## config.mk

```make
export PLATFORM = sky130hd
export DESIGN_NAME = instr_mem_arbiter
export DESIGN_NICKNAME = d
export VERILOG_FILES = /design/src/rtl/instr_mem_arbiter.sv
export SDC_FILE = /design/constraint.sdc
export NUM_CORES = 1
export LEC_CHECK = 0
export CORE_UTILIZATION = 42
export CTS_BUF_LIST = sky130_fd_sc_hd__clkbuf_16
export CTS_CLUSTER_DIAMETER = 100
export CTS_CLUSTER_SIZE = 16
export DETAILED_ROUTE_END_ITERATION = 8
export GPL_ROUTABILITY_DRIVEN = 0
export PLACE_DENSITY = 0.87
export SETUP_SLACK_MARGIN = 0.5
export SYNTH_ARGS = -nofsm -noshare
export SYNTH_HDL_FRONTEND = slang
export SYNTH_SLANG_ARGS = --single-unit
```

## constraint.sdc

```tcl
create_clock -name iClk -period 5.5 [get_ports iClk]
set_input_delay 1.1 -clock iClk [delete_from_list [all_inputs] [get_ports iClk]]
set_output_delay 1.1 -clock iClk [all_outputs]
set_load 0.01 [all_outputs]
```

## src/rtl/instr_mem_arbiter.sv

```systemverilog
// Instruction-memory port arbiter: fetch reads vs. loader writes,
// one outstanding transaction, fetch priority bounded by starvation count.
module instr_mem_arbiter #(
    parameter int ADDR_W     = 32,
    parameter int DATA_W     = 32,
    parameter int STARVE_MAX = 8,
    parameter int TIMEOUT    = 255
) (
    input  logic              iClk,
    input  logic              iRst_n,
    input  logic              iFetchValid,
    input  logic [ADDR_W-1:0] iFetchAddr,
    input  logic              iFetchFlush,
    output logic              oFetchReady,
    output logic [DATA_W-1:0] oFetchData,
    input  logic              iLoadValid,
    input  logic [ADDR_W-1:0] iLoadAddr,
    input  logic [DATA_W-1:0] iLoadData,
    output logic              oLoadReady,
    input  logic              iHalt,
    output logic [ADDR_W-1:0] oMemAddress,
    output logic [DATA_W-1:0] oMemData,
    output logic              oMemWrite,
    output logic              oMemValid,
    input  logic [DATA_W-1:0] iMemData,
    input  logic              iMemReady,
    output logic [1:0]        oGrant,
    output logic              oBusErr
);

    typedef enum logic [1:0] {
        IDLE      = 2'b00,
        GNT_FETCH = 2'b01,
        GNT_LOAD  = 2'b10
    } state_e;

    localparam logic [7:0] STARVE_LIM = 8'(STARVE_MAX);
    localparam logic [7:0] TMO_LIM    = 8'(TIMEOUT);

    state_e            state_q, state_d;
    logic [ADDR_W-1:0] addr_q, addr_d;
    logic [DATA_W-1:0] data_q, data_d;
    logic              write_q, write_d;
    logic [7:0]        starve_q, starve_d;
    logic [7:0]        tmo_q, tmo_d;
    logic              drop_q, drop_d;
    logic              err_q, err_d;
    logic              err_fetch_q, err_fetch_d;
    logic              err_load_q, err_load_d;

    logic              load_win;
    logic              drop_now;
    logic [7:0]        tmo_inc;
    logic              fetch_gnt;
    logic              load_gnt;
    logic              fetch_rdy;
    logic              load_rdy;
    logic [DATA_W-1:0] fetch_dat;

    always_comb begin
        state_d     = state_q;
        addr_d      = addr_q;
        data_d      = data_q;
        write_d     = write_q;
        tmo_d       = tmo_q;
        drop_d      = drop_q;
        err_d       = 1'b0;
        err_fetch_d = 1'b0;
        err_load_d  = 1'b0;
        fetch_gnt   = 1'b0;
        load_gnt    = 1'b0;
        fetch_rdy   = 1'b0;
        load_rdy    = 1'b0;
        fetch_dat   = '0;
        drop_now    = drop_q | iFetchFlush;
        tmo_inc     = tmo_q + 8'd1;
        load_win    = iLoadValid &&
                      (starve_q >= STARVE_LIM || !iFetchValid || iHalt);

        unique case (state_q)
            IDLE: begin
                tmo_d  = '0;
                drop_d = 1'b0;
                // The aborted requester still holds valid during its
                // error-ready cycle, so arbitration waits one cycle.
                if (!err_q) begin
                    if (load_win) begin
                        load_gnt = 1'b1;
                        state_d  = GNT_LOAD;
                        addr_d   = iLoadAddr;
                        data_d   = iLoadData;
                        write_d  = 1'b1;
                    end else if (iFetchValid && !iHalt) begin
                        fetch_gnt = 1'b1;
                        state_d   = GNT_FETCH;
                        addr_d    = iFetchAddr;
                        data_d    = '0;
                        write_d   = 1'b0;
                    end
                end
            end
            GNT_FETCH: begin
                if (iMemReady) begin
                    fetch_rdy = !drop_now;
                    fetch_dat = iMemData;
                    state_d   = IDLE;
                    drop_d    = 1'b0;
                end else if (tmo_inc == TMO_LIM) begin
                    state_d     = IDLE;
                    drop_d      = 1'b0;
                    err_d       = 1'b1;
                    err_fetch_d = !drop_now;
                end else begin
                    tmo_d  = tmo_inc;
                    drop_d = drop_now;
                end
            end
            GNT_LOAD: begin
                if (iMemReady) begin
                    load_rdy = 1'b1;
                    state_d  = IDLE;
                end else if (tmo_inc == TMO_LIM) begin
                    state_d    = IDLE;
                    err_d      = 1'b1;
                    err_load_d = 1'b1;
                end else begin
                    tmo_d = tmo_inc;
                end
            end
            default: begin
                state_d = IDLE;
            end
        endcase

        if (!iLoadValid || load_gnt) begin
            starve_d = '0;
        end else if (fetch_gnt && starve_q < STARVE_LIM) begin
            starve_d = starve_q + 8'd1;
        end else begin
            starve_d = starve_q;
        end
    end

    always_ff @(posedge iClk or negedge iRst_n) begin
        if (!iRst_n) begin
            state_q     <= IDLE;
            addr_q      <= '0;
            data_q      <= '0;
            write_q     <= 1'b0;
            starve_q    <= '0;
            tmo_q       <= '0;
            drop_q      <= 1'b0;
            err_q       <= 1'b0;
            err_fetch_q <= 1'b0;
            err_load_q  <= 1'b0;
        end else begin
            state_q     <= state_d;
            addr_q      <= addr_d;
            data_q      <= data_d;
            write_q     <= write_d;
            starve_q    <= starve_d;
            tmo_q       <= tmo_d;
            drop_q      <= drop_d;
            err_q       <= err_d;
            err_fetch_q <= err_fetch_d;
            err_load_q  <= err_load_d;
        end
    end

    assign oFetchReady = fetch_rdy | err_fetch_q;
    assign oFetchData  = fetch_dat;
    assign oLoadReady  = load_rdy | err_load_q;
    assign oBusErr     = err_q;
    assign oMemValid   = (state_q != IDLE);
    assign oGrant      = state_q;
    assign oMemAddress = addr_q;
    assign oMemData    = data_q;
    assign oMemWrite   = write_q;

endmodule

```

==> results.tsv <==
metric	value	unit
outcome	completed	
leakage	3.15	nW
syn nets	544	
antenna cells	0	
Cell Chain, Critical Path	clkdlybuf4s50_1, and3_1, clkdlybuf4s50_1	
global-route wire length before repair	18300	um
worst min path class	reg2reg	
r2r setup slk	2940	ps
delay of the slowest critical-path stage	1200	ps
CTS tree	done	
critical path required time	4400	ps
Synth cell types	48	
VDD IR max	276	uV
initial core utilization	43.3	%
maxcap violations	0	
IO Port Bufs	237	
overall power	0.00306	W
hold_sp	oMemAddress[8]	
Core Area	0.00977	mm^2
placed inst area	0.00663	mm^2
top_reg_cell synth	dfrtp_1	
Vias/cell	5.15	
CTS Sinks	87	
WHS Endpoint	oMemAddress[8]	
max-slew violations	0	
Layout Skew	7.17	ps
EDFF count, synth	0	
dominant cell type by area after synthesis	dfrtp_1	
FP Rows	36	
Hold Path Depth	2	
crit-path max FO	43	
IO Pins	238	
Area contributors post-synth	dfrtp_1 (51%), mux2i_1 (7.6%), a22o_1 (7.2%)	
Worst R2R Path Depth	5	
hold-fix buffer count after cts	0	
largest buffer count on any clock path	2	
post-CTS setup buffer count	0	
Most common cell on crit path	clkdlybuf4s50_1	
Worst-path clk slew	60	ps
Final Hold Vio Count	0	
Detailed Place HPWL	9120	um
pin count of the biggest net entering global routing	88	
most frequent cell after synthesis	dfrtp_1	
buffer and inverter count on the worst path	2	
dpl ws	1250	ps
First-pass DRT Iterations	4	
Worst Tran Pin Value	1290	ps
htree depth	3	
startpoint class of the critical path	input port	
final setup fails	0	
RSZ-0062 raised after global routing	false	
mapped cell area	0.00424	mm^2
Worst path top cell family by delay	buffers and inverters	
sequential area share after synthesis	51.4	%
setup TNS	0	ps
vias in the first global route	3771	
Setup WS post-layout	1260	ps
full die area	0.0105	mm^2
WL final	12200	um
ys async rst share	100	%
commonest cells in the synthesized netlist	dfrtp_1 (87), nand2_1 (48), a22o_1 (35)	
remaining global-route overflow	0	
Rel. slew slack	13.8	%
Syn Inst Count	401	
Die H	102	um
r2r endpoint	oMemData[6]	
number of synthesized register bits	87	
Final Cell Area	0.00694	mm^2
Die Wd	102	um
Critical Path Slowest Stage Cell	clkdlybuf4s50_1	
Peak Freq	0.236	GHz
clock root buffer	clkbuf_16	
CTS buffer count	9	
Iter 0 DRT Violations	149	
Arr. time, crit path	3140	ps
fraction of layout cells with a size suffix above 1	4.46	%
GRT Total Usage	22.8	%
Tmin final	4240	ps
post-route ant nets	0	
antenna violations before repair	0	
Yosys top cell area share	51.4	%
R2R Path Start	starve_q[6]	
# resized after CTS	0	
fillers	754	
Yosys Warn Count	0	
syn avg cell area	10.6	um^2
P&R area growth vs syn	63.9	%
Final nets	766	
DR vias	3918	
Crit. End Element	output pin	
Clock Latency Late Sink	330	ps
drt wl/cell	16.0	um
Crit Path Category	in2out	
post-route DRC violation count	0	
fin crit share	77.0	%
Cell Pwr Density	440	mW/mm^2
==> flip-flops by register name (all words and copies together), names as in the netlist, 2 cells and up <==
| name | cells |
|---|---|
| tmo_q | 8 |
| starve_q | 8 |
| oGrant | 2 |
| oMemData | 32 |
| oMemAddress | 32 |
==> layout make-up <==
type	instances	area, um^2	area share (%)
Clock buffer	9	225	3.24
Clock inverter	7	86.3	1.24
Inverter	10	37.5	0.541
Multi-Input combinational cell	275	1860	26.7
Sequential cell	87	2180	31.4
Tap cell	133	166	2.40
Timing Repair Buffer	240	2390	34.5
==> per-stage QoR <==
step	hold WS, ps	std cells	util, %
after CTS	490	761	71.0
after global routing	507	761	71.0
after global placement	461	745	67.8
after floorplan	465	401	-
final	486	761	71.0
after detailed placement	476	745	67.8
==> worst min-delay path, cell delays in order (launching register included) <==
cell,delay [ps]
dfrtp_1,340
nand2_1,50
o21ai_1,60
==> placed cells by master, fill, tap and decap left out, drive strengths merged, types with 3 or more instances in the layout <==
master,count
clkdlybuf4s50,236
dfrtp,87
nand2,48
o21ai,40
a22o,35
and3,33
mux2i,32
nor2,17
inv,11
clkbuf,9
ha,8
nand3,6
a21oi,6
buf,4
clkinv,4
nor3,3
nand2b,3
nand4,3
a211oi,3
==> metal layers <==
layer | vias up | GRT usage [%] | share of wire, %
li1 | 1890 | - | -
met1 | 1827 | 25.4 | 39
met2 | 184 | 41.5 | 51
met3 | 17 | 5.54 | 8.3
met4 | 0 | 9.12 | 1.7
met5 | - | 0 | 0
==> power by group <==
group          total [W]  internal [W]  switching [W]
sequential       0.00104      0.000888       0.000157
combinational    0.00137      0.000757       0.000617
clock           0.000638      0.000395       0.000243
==> logic make-up after synthesis <==
logic type	after synthesis	share of synthesized area [%]
xor+xnor	4	0.827
flops	87	51.4
fa+ha+maj	8	2.36
buf+inv	39	5.08
compound gates	101	17.0
mux	34	8.09
simple gates	128	15.3
==> worst max-delay path by stage <==
stage | startpoint | end | slack, ps | cells after the start
after floorplan | iMemReady | oFetchData[10] | 2670 | 3
after global placement | iMemReady | oFetchData[3] | 1380 | 3
after detailed placement | iMemReady | oFetchData[8] | 1250 | 3
after CTS | iMemReady | oFetchData[8] | 1260 | 3
after global routing | iMemReady | oFetchData[8] | 1100 | 3
final | iMemReady | oFetchData[27] | 1260 | 3
Note: power is estimated with default switching activity, not from simulation.
